### src/rtl/pq_binom_pkg.sv
// rtl/pq_binom_pkg.sv - shared types and constants for the binomial stream sampler
package pq_binom_pkg;
  localparam int RND_WIDTH  = 32;
  localparam int BUF_WIDTH  = 64;
  localparam int FILL_WIDTH = 7;

  typedef enum logic [1:0] {
    K2  = 2'b00,
    K4  = 2'b01,
    K8  = 2'b10,
    K16 = 2'b11
  } binom_mode_t;

  typedef enum logic [1:0] {
    IDLE = 2'd0,
    RUN  = 2'd1,
    DONE = 2'd2
  } state_t;

  function automatic logic [5:0] k_of_mode(input binom_mode_t m);
    case (m)
      K2:      return 6'd2;
      K4:      return 6'd4;
      K8:      return 6'd8;
      default: return 6'd16;
    endcase
  endfunction
endpackage

### src/rtl/binom_bit_buffer.sv
// rtl/binom_bit_buffer.sv - 64-bit LSB-first shift buffer with fill count
// Pop shifts out the low bits; a push in the same cycle lands right after the surviving bits.
module binom_bit_buffer
  import pq_binom_pkg::*;
(
  input  logic                  clk,
  input  logic                  reset,
  input  logic                  clr_i,
  input  logic                  push_i,
  input  logic [RND_WIDTH-1:0]  push_data_i,
  input  logic                  pop_i,
  input  logic [FILL_WIDTH-1:0] pop_bits_i,
  output logic [BUF_WIDTH-1:0]  data_o,
  output logic [FILL_WIDTH-1:0] fill_o
);
  logic [BUF_WIDTH-1:0]  buf_q, buf_d, base_buf;
  logic [FILL_WIDTH-1:0] fill_q, fill_d, base_fill;

  always_comb begin
    base_buf  = buf_q;
    base_fill = fill_q;
    if (pop_i) begin
      base_buf  = buf_q >> pop_bits_i;
      base_fill = fill_q - pop_bits_i;
    end
    buf_d  = base_buf;
    fill_d = base_fill;
    if (push_i) begin
      buf_d  = base_buf | ({{(BUF_WIDTH-RND_WIDTH){1'b0}}, push_data_i} << base_fill);
      fill_d = base_fill + 7'd32;
    end
    if (clr_i) begin
      buf_d  = '0;
      fill_d = '0;
    end
  end

  always_ff @(posedge clk or posedge reset) begin
    if (reset) begin
      buf_q  <= '0;
      fill_q <= '0;
    end else begin
      buf_q  <= buf_d;
      fill_q <= fill_d;
    end
  end

  assign data_o = buf_q;
  assign fill_o = fill_q;
endmodule

### src/rtl/binom_stream_sampler.sv
// rtl/binom_stream_sampler.sv - centered-binomial sampler over a 32-bit random word stream
// Optional BINOM_STREAM_STATS_EN adds words_used, a saturating count of words accepted since start.
module binom_stream_sampler
  import pq_binom_pkg::*;
#(
  parameter int PARAM_Q    = 12289,
  parameter int COEF_WIDTH = 16,
  parameter int CNT_WIDTH  = 11
) (
  input  logic                  clk,
  input  logic                  reset,
  input  logic                  start,
  input  logic [1:0]            mode,
  input  logic [CNT_WIDTH-1:0]  num_samples,
  input  logic [RND_WIDTH-1:0]  rnd_data,
  input  logic                  rnd_valid,
  output logic                  rnd_ready,
  output logic [COEF_WIDTH-1:0] coef_data,
  output logic                  coef_valid,
  input  logic                  coef_ready,
`ifdef BINOM_STREAM_STATS_EN
  output logic [31:0]           words_used,
`endif
  output logic                  busy,
  output logic                  done
);
  state_t                  state_q;
  binom_mode_t             mode_q;
  logic [CNT_WIDTH-1:0]    num_q, issued_q;
  logic [COEF_WIDTH-1:0]   coef_data_q, coef_n;
  logic                    coef_valid_q, busy_q, done_q;
  logic [BUF_WIDTH-1:0]    buf_data;
  logic [FILL_WIDTH-1:0]   fill, two_k;
  logic [5:0]              k;
  logic                    more, produce, accept, start_go;
  logic [15:0]             mask, a_bits, b_bits, hi_bits;
  logic [4:0]              pop_a, pop_b;

  assign k        = k_of_mode(mode_q);
  assign two_k    = {k, 1'b0};
  assign more     = issued_q < num_q;
  assign start_go = (state_q == IDLE) && start;
  assign produce  = (state_q == RUN) && (fill >= two_k) && more && (!coef_valid_q || coef_ready);
  // Ready depends on registers only so it never combinationally follows rnd_valid.
  assign rnd_ready = (state_q == RUN) && (fill <= 7'd32) && more;
  assign accept    = rnd_valid && rnd_ready;

  binom_bit_buffer u_buf (
    .clk         (clk),
    .reset       (reset),
    .clr_i       (start_go),
    .push_i      (accept),
    .push_data_i (rnd_data),
    .pop_i       (produce),
    .pop_bits_i  (two_k),
    .data_o      (buf_data),
    .fill_o      (fill)
  );

  always_comb begin
    mask    = 16'((17'd1 << k) - 17'd1);
    hi_bits = 16'(buf_data >> k);
    a_bits  = buf_data[15:0] & mask;
    b_bits  = hi_bits & mask;
    pop_a   = 5'($countones(a_bits));
    pop_b   = 5'($countones(b_bits));
    if (pop_a >= pop_b) coef_n = COEF_WIDTH'(pop_a - pop_b);
    else                coef_n = COEF_WIDTH'(PARAM_Q) - COEF_WIDTH'(pop_b - pop_a);
  end

  always_ff @(posedge clk or posedge reset) begin
    if (reset) begin
      state_q      <= IDLE;
      mode_q       <= K2;
      num_q        <= '0;
      issued_q     <= '0;
      coef_data_q  <= '0;
      coef_valid_q <= 1'b0;
      busy_q       <= 1'b0;
      done_q       <= 1'b0;
    end else begin
      done_q <= 1'b0;
      case (state_q)
        IDLE: begin
          if (start) begin
            mode_q   <= binom_mode_t'(mode);
            num_q    <= num_samples;
            issued_q <= '0;
            if (num_samples == '0) begin
              state_q <= DONE;
              done_q  <= 1'b1;
            end else begin
              state_q <= RUN;
              busy_q  <= 1'b1;
            end
          end
        end
        RUN: begin
          if (produce) begin
            issued_q     <= issued_q + CNT_WIDTH'(1);
            coef_data_q  <= coef_n;
            coef_valid_q <= 1'b1;
          end else if (coef_ready) begin
            coef_valid_q <= 1'b0;
          end
          if ((issued_q == num_q) && coef_valid_q && coef_ready) begin
            state_q <= DONE;
            busy_q  <= 1'b0;
            done_q  <= 1'b1;
          end
        end
        DONE:    state_q <= IDLE;
        default: state_q <= IDLE;
      endcase
    end
  end

  assign coef_data  = coef_data_q;
  assign coef_valid = coef_valid_q;
  assign busy       = busy_q;
  assign done       = done_q;

`ifdef BINOM_STREAM_STATS_EN
  logic [31:0] words_q;

  always_ff @(posedge clk or posedge reset) begin
    if (reset)                                  words_q <= '0;
    else if (start_go)                          words_q <= '0;
    else if (accept && (words_q != 32'hFFFF_FFFF)) words_q <= words_q + 32'd1;
  end

  assign words_used = words_q;
`endif
endmodule
### config.mk
export PLATFORM = sky130hd
export DESIGN_NAME = binom_stream_sampler
export DESIGN_NICKNAME = d
export VERILOG_FILES = /design/src/rtl/pq_binom_pkg.sv /design/src/rtl/binom_bit_buffer.sv /design/src/rtl/binom_stream_sampler.sv
export SDC_FILE = /design/constraint.sdc
export NUM_CORES = 1
export LEC_CHECK = 0
export ABC_CLOCK_PERIOD_IN_PS = 6950
export CORE_ASPECT_RATIO = 0.9
export CORE_MARGIN = 3
export CORE_UTILIZATION = 55
export CTS_CLUSTER_SIZE = 30
export DETAILED_ROUTE_END_ITERATION = 10
export HOLD_SLACK_MARGIN = 0.15
export PLACE_DENSITY = 0.84
export SYNTH_ARGS = -nofsm -noshare
export SYNTH_HDL_FRONTEND = slang
export SYNTH_SLANG_ARGS = --single-unit
### constraint.sdc
create_clock -name clk -period 6.95 [get_ports clk]
set_input_delay 1.0425 -clock clk [delete_from_list [all_inputs] [get_ports clk]]
set_output_delay 1.0425 -clock clk [all_outputs]
set_load 0.01 [all_outputs]
==> results of run 1 <==
==> per-layer routing <==
layer | share of wire [%] | vias up | global-route usage (%)
met1 | 42 | 4595 | 44.2
met3 | 11 | 79 | 5.71
met5 | 0 | - | 0
met4 | 2.8 | 0 | 8.54
li1 | - | 4280 | -
met2 | 44 | 665 | 45.1
==> metrics by stage <==
step | std cells | total power, mW | utilization (%) | hold WS, ps | setup slack [ps]
2_1_floorplan | 1159 | 3.81 | - | 452 | 188
3_3_place_gp | 1393 | 4.70 | 62.1 | 456 | 795
3_5_place_dp | 1393 | 4.81 | 62.1 | 458 | 665
4_1_cts | 1408 | 5.36 | 63.7 | 475 | 609
5_1_grt | 1408 | 5.85 | 63.7 | 497 | 265
6_report | 1408 | 5.50 | 63.7 | 470 | 633
==> power by group through the flow <==
stage	registers (mW)	logic [mW]	clock network, mW
4_1_cts	1.23	3.61	0.526
3_3_place_gp	1.23	3.48	0
6_report	1.24	3.74	0.522
2_1_floorplan	1.12	2.69	0
5_1_grt	1.27	4.03	0.551
3_5_place_dp	1.23	3.57	0
==> registers in the layout (all words and copies together) (netlist names), 2 cells and up <==
signal        flops
issued_q         11
mode_q            2
coef_data        14
u_buf.data_o     64
num_q            11
u_buf.fill_o      5
state_q           2
==> cells in the mapped netlist (7+ instances only) <==
library cell	n
a31oi_1	30
a211oi_1	31
nor2_1	62
a22oi_1	9
a2bb2oi_1	8
nand2_1	211
ha_1	38
o211ai_1	28
and2_1	8
a311oi_1	24
mux2i_1	40
dfrtp_1	112
nor3_1	13
clkbuf_1	59
fa_1	23
a21oi_1	56
nor2b_1	12
mux4_2	34
xor2_1	11
inv_1	57
o22ai_1	19
o32ai_1	7
xnor2_1	10
or3_1	7
and3_1	9
o21ai_1	7
nand4_1	8
nand3_1	18
buf_2	30
o221ai_1	9
o21ai_0	49
a21o_1	16
==> area by class of cell <==
| class | instances | area (um^2) | area share [%] |
|---|---|---|---|
| clock buffer | 12 | 267 | 2.42 |
| clock inverter | 3 | 23.8 | 0.216 |
| inverter | 58 | 220 | 2.00 |
| multi-input combinational | 892 | 6510 | 59.1 |
| sequential | 112 | 2810 | 25.5 |
| tap | 235 | 294 | 2.67 |
| timing repair buffer | 96 | 893 | 8.11 |
==> worst min-delay path by stage <==
stage,start,endpoint,cells past startpoint
6_report,coef_data[1],coef_data[1],2
5_1_grt,coef_data[6],coef_data[6],1
4_1_cts,coef_data[1],coef_data[1],2
3_5_place_dp,coef_data[1],coef_data[1],2
3_3_place_gp,coef_data[1],coef_data[1],2
2_1_floorplan,num_q[0],num_q[0],2
==> worst max-delay path, cell delays in order, from the launching register on <==
cell and delay (ps):
dfrtp_4 680, mux4_2 550, inv_1 90, fa_1 440, fa_1 520, fa_1 540
inv_1 60, fa_1 470, ha_1 240, fa_1 410, xor2_1 200, inv_1 70
ha_1 370, a21o_1 210, a21oi_1 160, xnor2_1 130, or4_1 570, a21oi_1 220
a211oi_1 100, a21o_1 180
==> cells by family after synthesis <==
family                   Yosys count
XOR/XNOR                          21
buffers and inverters            155
multiplexers                      80
AO/OA/AOI/OAI                    351
AND/OR/NAND/NOR                  379
adder cells (fa/ha/maj)           61
flip-flops                       112
==> out/summary.txt, run 1 <==
pin count of the biggest net entering global routing = 60
Worst Setup EP = coef_data[6]
initial core utilization = 57.4%
Required @ worst endpoint = 7210 ps
ys flop type = dfrtp_1
setup tns final = 0 ps
Post-Layout Inst Area = 0.0110 mm^2
DIE AREA = 0.0197 mm^2
YS warnings = 0
Post-synth EDFFs = 0
I/O pins = 70
Port Buf Inserts = 69
gr usage total = 29.9%
vias per cell = 6.83
area post-placement = 0.0107 mm^2
r2r startpoint = mode_q[0]
static leakage = 4.40 nW
first-pass GRT wire length = 47700 um
synth unique cells = 67
Syn-to-layout area delta = 11.0%
CTS buffer count = 9
Clock Latency Late Sink = 360 ps
Setup crit end kind = register
Max-Cap Viols = 0
post-CTS sizing = 0
Initial DRC Count = 1311
Simple-Gate Fraction of Synth Area = 16.9%
vias in the first global route = 8898
Final period util = 90.9%
n_diodes = 0
Peak VDD IR = 0.305 mV
CP Max Fanout = 29
Post-Syn Instances = 1159
Slew HR = 31.5%
Nets = 1280
filler instances = 1414
HPWL Detailed = 21100 um
Reg power frac = 22.5%
crit path time final = 6320 ps
Synthesized Nets = 1270
clock root buffer = clkbuf_16
drt wl/cell = 21.0 um
clock power share = 9.5%
HP Class = register to register
Cell Area, Synth = 0.00992 mm^2
Slew @ Worst Pin = 1030 ps
#FFs+latches synth = 112
hold_buf cts = 0
Hold Fails Final Rpt = 0
Max Root-Sink Buffers = 2
cell taking the most area after synthesis = dfrtp_1
DRC violations left = 0
switch share = 51.7%
vias post-DR = 9619
Pwr Density = 499 mW/mm^2
CP startpoint kind = register
Die Y = 133 um
largest family of logic cells by synthesized area = compound AO/OA/AOI/OAI gates
r2r endpoint = coef_data[6]
Post-synth ARST share = 100%
Max Fclk = 158 MHz
crit path DAT = 6580 ps
P_sw = 2.84 mW
Core Rows = 45
post-synthesis mux area share = 12.4%
Synth Area in Adders = 9.43%
CTS tree = built
RSZ-0062 raised after global routing = no
commonest non-fill, non-tap cell in the layout = nand2_1
Synth Area in Compound Gates = 24.8%
Yosys top cell area share = 28.2%
most frequent cells in the layout = nand2_1 (210), dfrtp_1 (110), clkdlybuf4s50_1 (69), nor2_1 (61), inv_1 (56)
xor/xnor share of the synthesized area = 1.85%
clk_skew = 7.11 ps
Worst Setup SP = mode_q[0]
H-Tree Depth = 3
outcome = finished, final reports clean
DIE WIDTH = 148 um
postcts setup bufs = 0
core outline area = 0.0173 mm^2
Routed Wire Length = 29600 um
layout cells sized above 1 = 8.78%
post-synthesis sequential area ratio = 28.2%
drt first pass iters = 8
Clock transition at path regs = 70 ps
grt total ovfl = 0
initial antenna violation count = 0
final antenna-violating net count = 0
TritonCTS Sinks = 112
logic gate share of total power = 68.0%
dominant cells by area after synthesis = dfrtp_1 (28%), nand2_1 (8.0%), mux4_2 (7.7%)
type of the worst setup path = register to register
internal power = 2.66 mW
routability congestion estimate = 0.963
mean cell area of the mapped netlist = 8.56 um^2
Worst R2R Setup Slack = 630 ps
r2r worst-path depth = 19
Setup Viol. Count Final = 0
fin. max-slew vios = 0
(Power assumes the default switching activity.)
==> inputs of run 2 (changes only) <==
ABC_CLOCK_PERIOD_IN_PS = 7200   (was 6950)
PLACE_DENSITY = 0.81   (was 0.84)
clock period = 7.2 ns   (was 6.95 ns; I/O delays follow)
==> run 2 against run 1 <==
  * Final cell count about the same
  * Maximum frequency down 0.81%
  * Setup slack better by 200 ps
  * Global-route usage down 0.77 points
  * Critical path depth unchanged
  * Critical endpoint is now coef_data[8]
  * Largest power group unchanged
  * Highest routed layer unchanged
==> out/summary.txt, run 2 (synthesis gave the netlist of run 1 again) <==
routability congestion estimate = 0.946
Post-Layout Inst Area = 0.0111 mm^2
hold_buf cts = 0
vias in the first global route = 8724
DIE WIDTH = 148 um
drt wl/cell = 20.7 um
Slew HR = 31.3%
pin count of the biggest net entering global routing = 58
initial core utilization = 57.4%
vias post-DR = 9472
Required @ worst endpoint = 7450 ps
Syn-to-layout area delta = 11.4%
clk_skew = 5.62 ps
WHS = 474 ps
Max Fclk = 157 MHz
Nets = 1280
CP startpoint kind = register
DRC violations left = 0
grt total ovfl = 0
vias per cell = 6.72
area post-placement = 0.0107 mm^2
RSZ-0062 raised after global routing = no
Initial DRC Count = 1079
CTS buffer count = 9
commonest non-fill, non-tap cell in the layout = nand2_1
most frequent cells in the layout = nand2_1 (210), dfrtp_1 (110), clkdlybuf4s50_1 (69), nor2_1 (61), inv_1 (56)
HPWL Detailed = 20900 um
fin. max-slew vios = 0
outcome = finished, final reports clean
Routed Wire Length = 29100 um
core outline area = 0.0173 mm^2
n_diodes = 0
I/O pins = 70
drt first pass iters = 6
CP Max Fanout = 34
initial antenna violation count = 0
HP Class = register to register
final antenna-violating net count = 0
Core Rows = 45
Clock transition at path regs = 70 ps
Peak VDD IR = 0.358 mV
Port Buf Inserts = 69
crit path DAT = 6620 ps
post-CTS sizing = 0
type of the worst setup path = register to register
Clock Latency Late Sink = 360 ps
static leakage = 4.42 nW
Setup Viol. Count Final = 0
DIE AREA = 0.0197 mm^2
Final period util = 88.5%
Slew @ Worst Pin = 1030 ps
first-pass GRT wire length = 46600 um
crit path time final = 6370 ps
clock root buffer = clkbuf_16
Max-Cap Viols = 0
max reg flops = 64
postcts setup bufs = 0
gr usage total = 29.1%
CTS tree = built
setup tns final = 0 ps
Pwr Density = 485 mW/mm^2
TritonCTS Sinks = 112
layout cells sized above 1 = 8.77%
Hold Fails Final Rpt = 0
H-Tree Depth = 3
Max Root-Sink Buffers = 2
Die Y = 133 um
Setup crit end kind = register
==> run 2: final cells by class <==
| class | count | area (um^2) |
|---|---|---|
| clock buffer | 12 | 256 |
| clock inverter | 4 | 73.8 |
| fill | 1477 | 6230 |
| inverter | 58 | 220 |
| multi-input combinational | 892 | 6510 |
| sequential | 112 | 2810 |
| tap | 235 | 294 |
| timing repair buffer | 96 | 893 |
==> run 2: metal layers <==
layer	track usage, %	vias up	wire length (um)
met5	0	-	0
met4	7.97	0	680
met3	5.88	54	3100
met2	44.0	559	13100
met1	42.9	4572	12200
li1	-	4287	-
==> run 2: critical path, cell delays in order (launching register included) <==
cell	delay (ps)
dfrtp_4	740
mux4_2	560
inv_1	90
fa_1	460
fa_1	520
fa_1	550
inv_1	60
fa_1	470
ha_1	240
fa_1	400
xor2_1	190
inv_1	60
ha_1	370
a21o_1	210
a21oi_1	180
xnor2_1	120
or4_1	540
a21oi_1	210
a211oi_1	110
a21o_1	180
==> run 2: through the flow <==
stage / power, mW / instances / worst slack, ps / utilization [%]
final: 5.36 / 1409 / 832 / 64.0
after floorplan: 3.68 / 1159 / 438 / -
after CTS: 5.26 / 1409 / 803 / 64.0
after global routing: 5.71 / 1409 / 457 / 64.0
after global placement: 4.57 / 1393 / 923 / 62.1
after detailed placement: 4.67 / 1393 / 816 / 62.1
==> run 2: final timing paths <==
path                              start      endpoint  slack (ps)  cells past startpoint
max                           mode_q[0]  coef_data[8]         830                     19
min                        coef_data[1]  coef_data[1]         470                      2
max reg2reg                   mode_q[0]  coef_data[8]         830                     19
min reg2reg                coef_data[1]  coef_data[1]         470                      2
max in group asynchronous         reset     mode_q[0]        4700                      3
min in group asynchronous         reset  coef_data[0]        1180                      2
==> run 2: power breakdown <==
group / switching, mW / internal, mW / leakage, nW
registers: 0.296 / 0.879 / 1.27
clock network: 0.236 / 0.325 / 0.163
logic: 2.18 / 1.44 / 2.99
total: 2.72 / 2.65 / 4.42
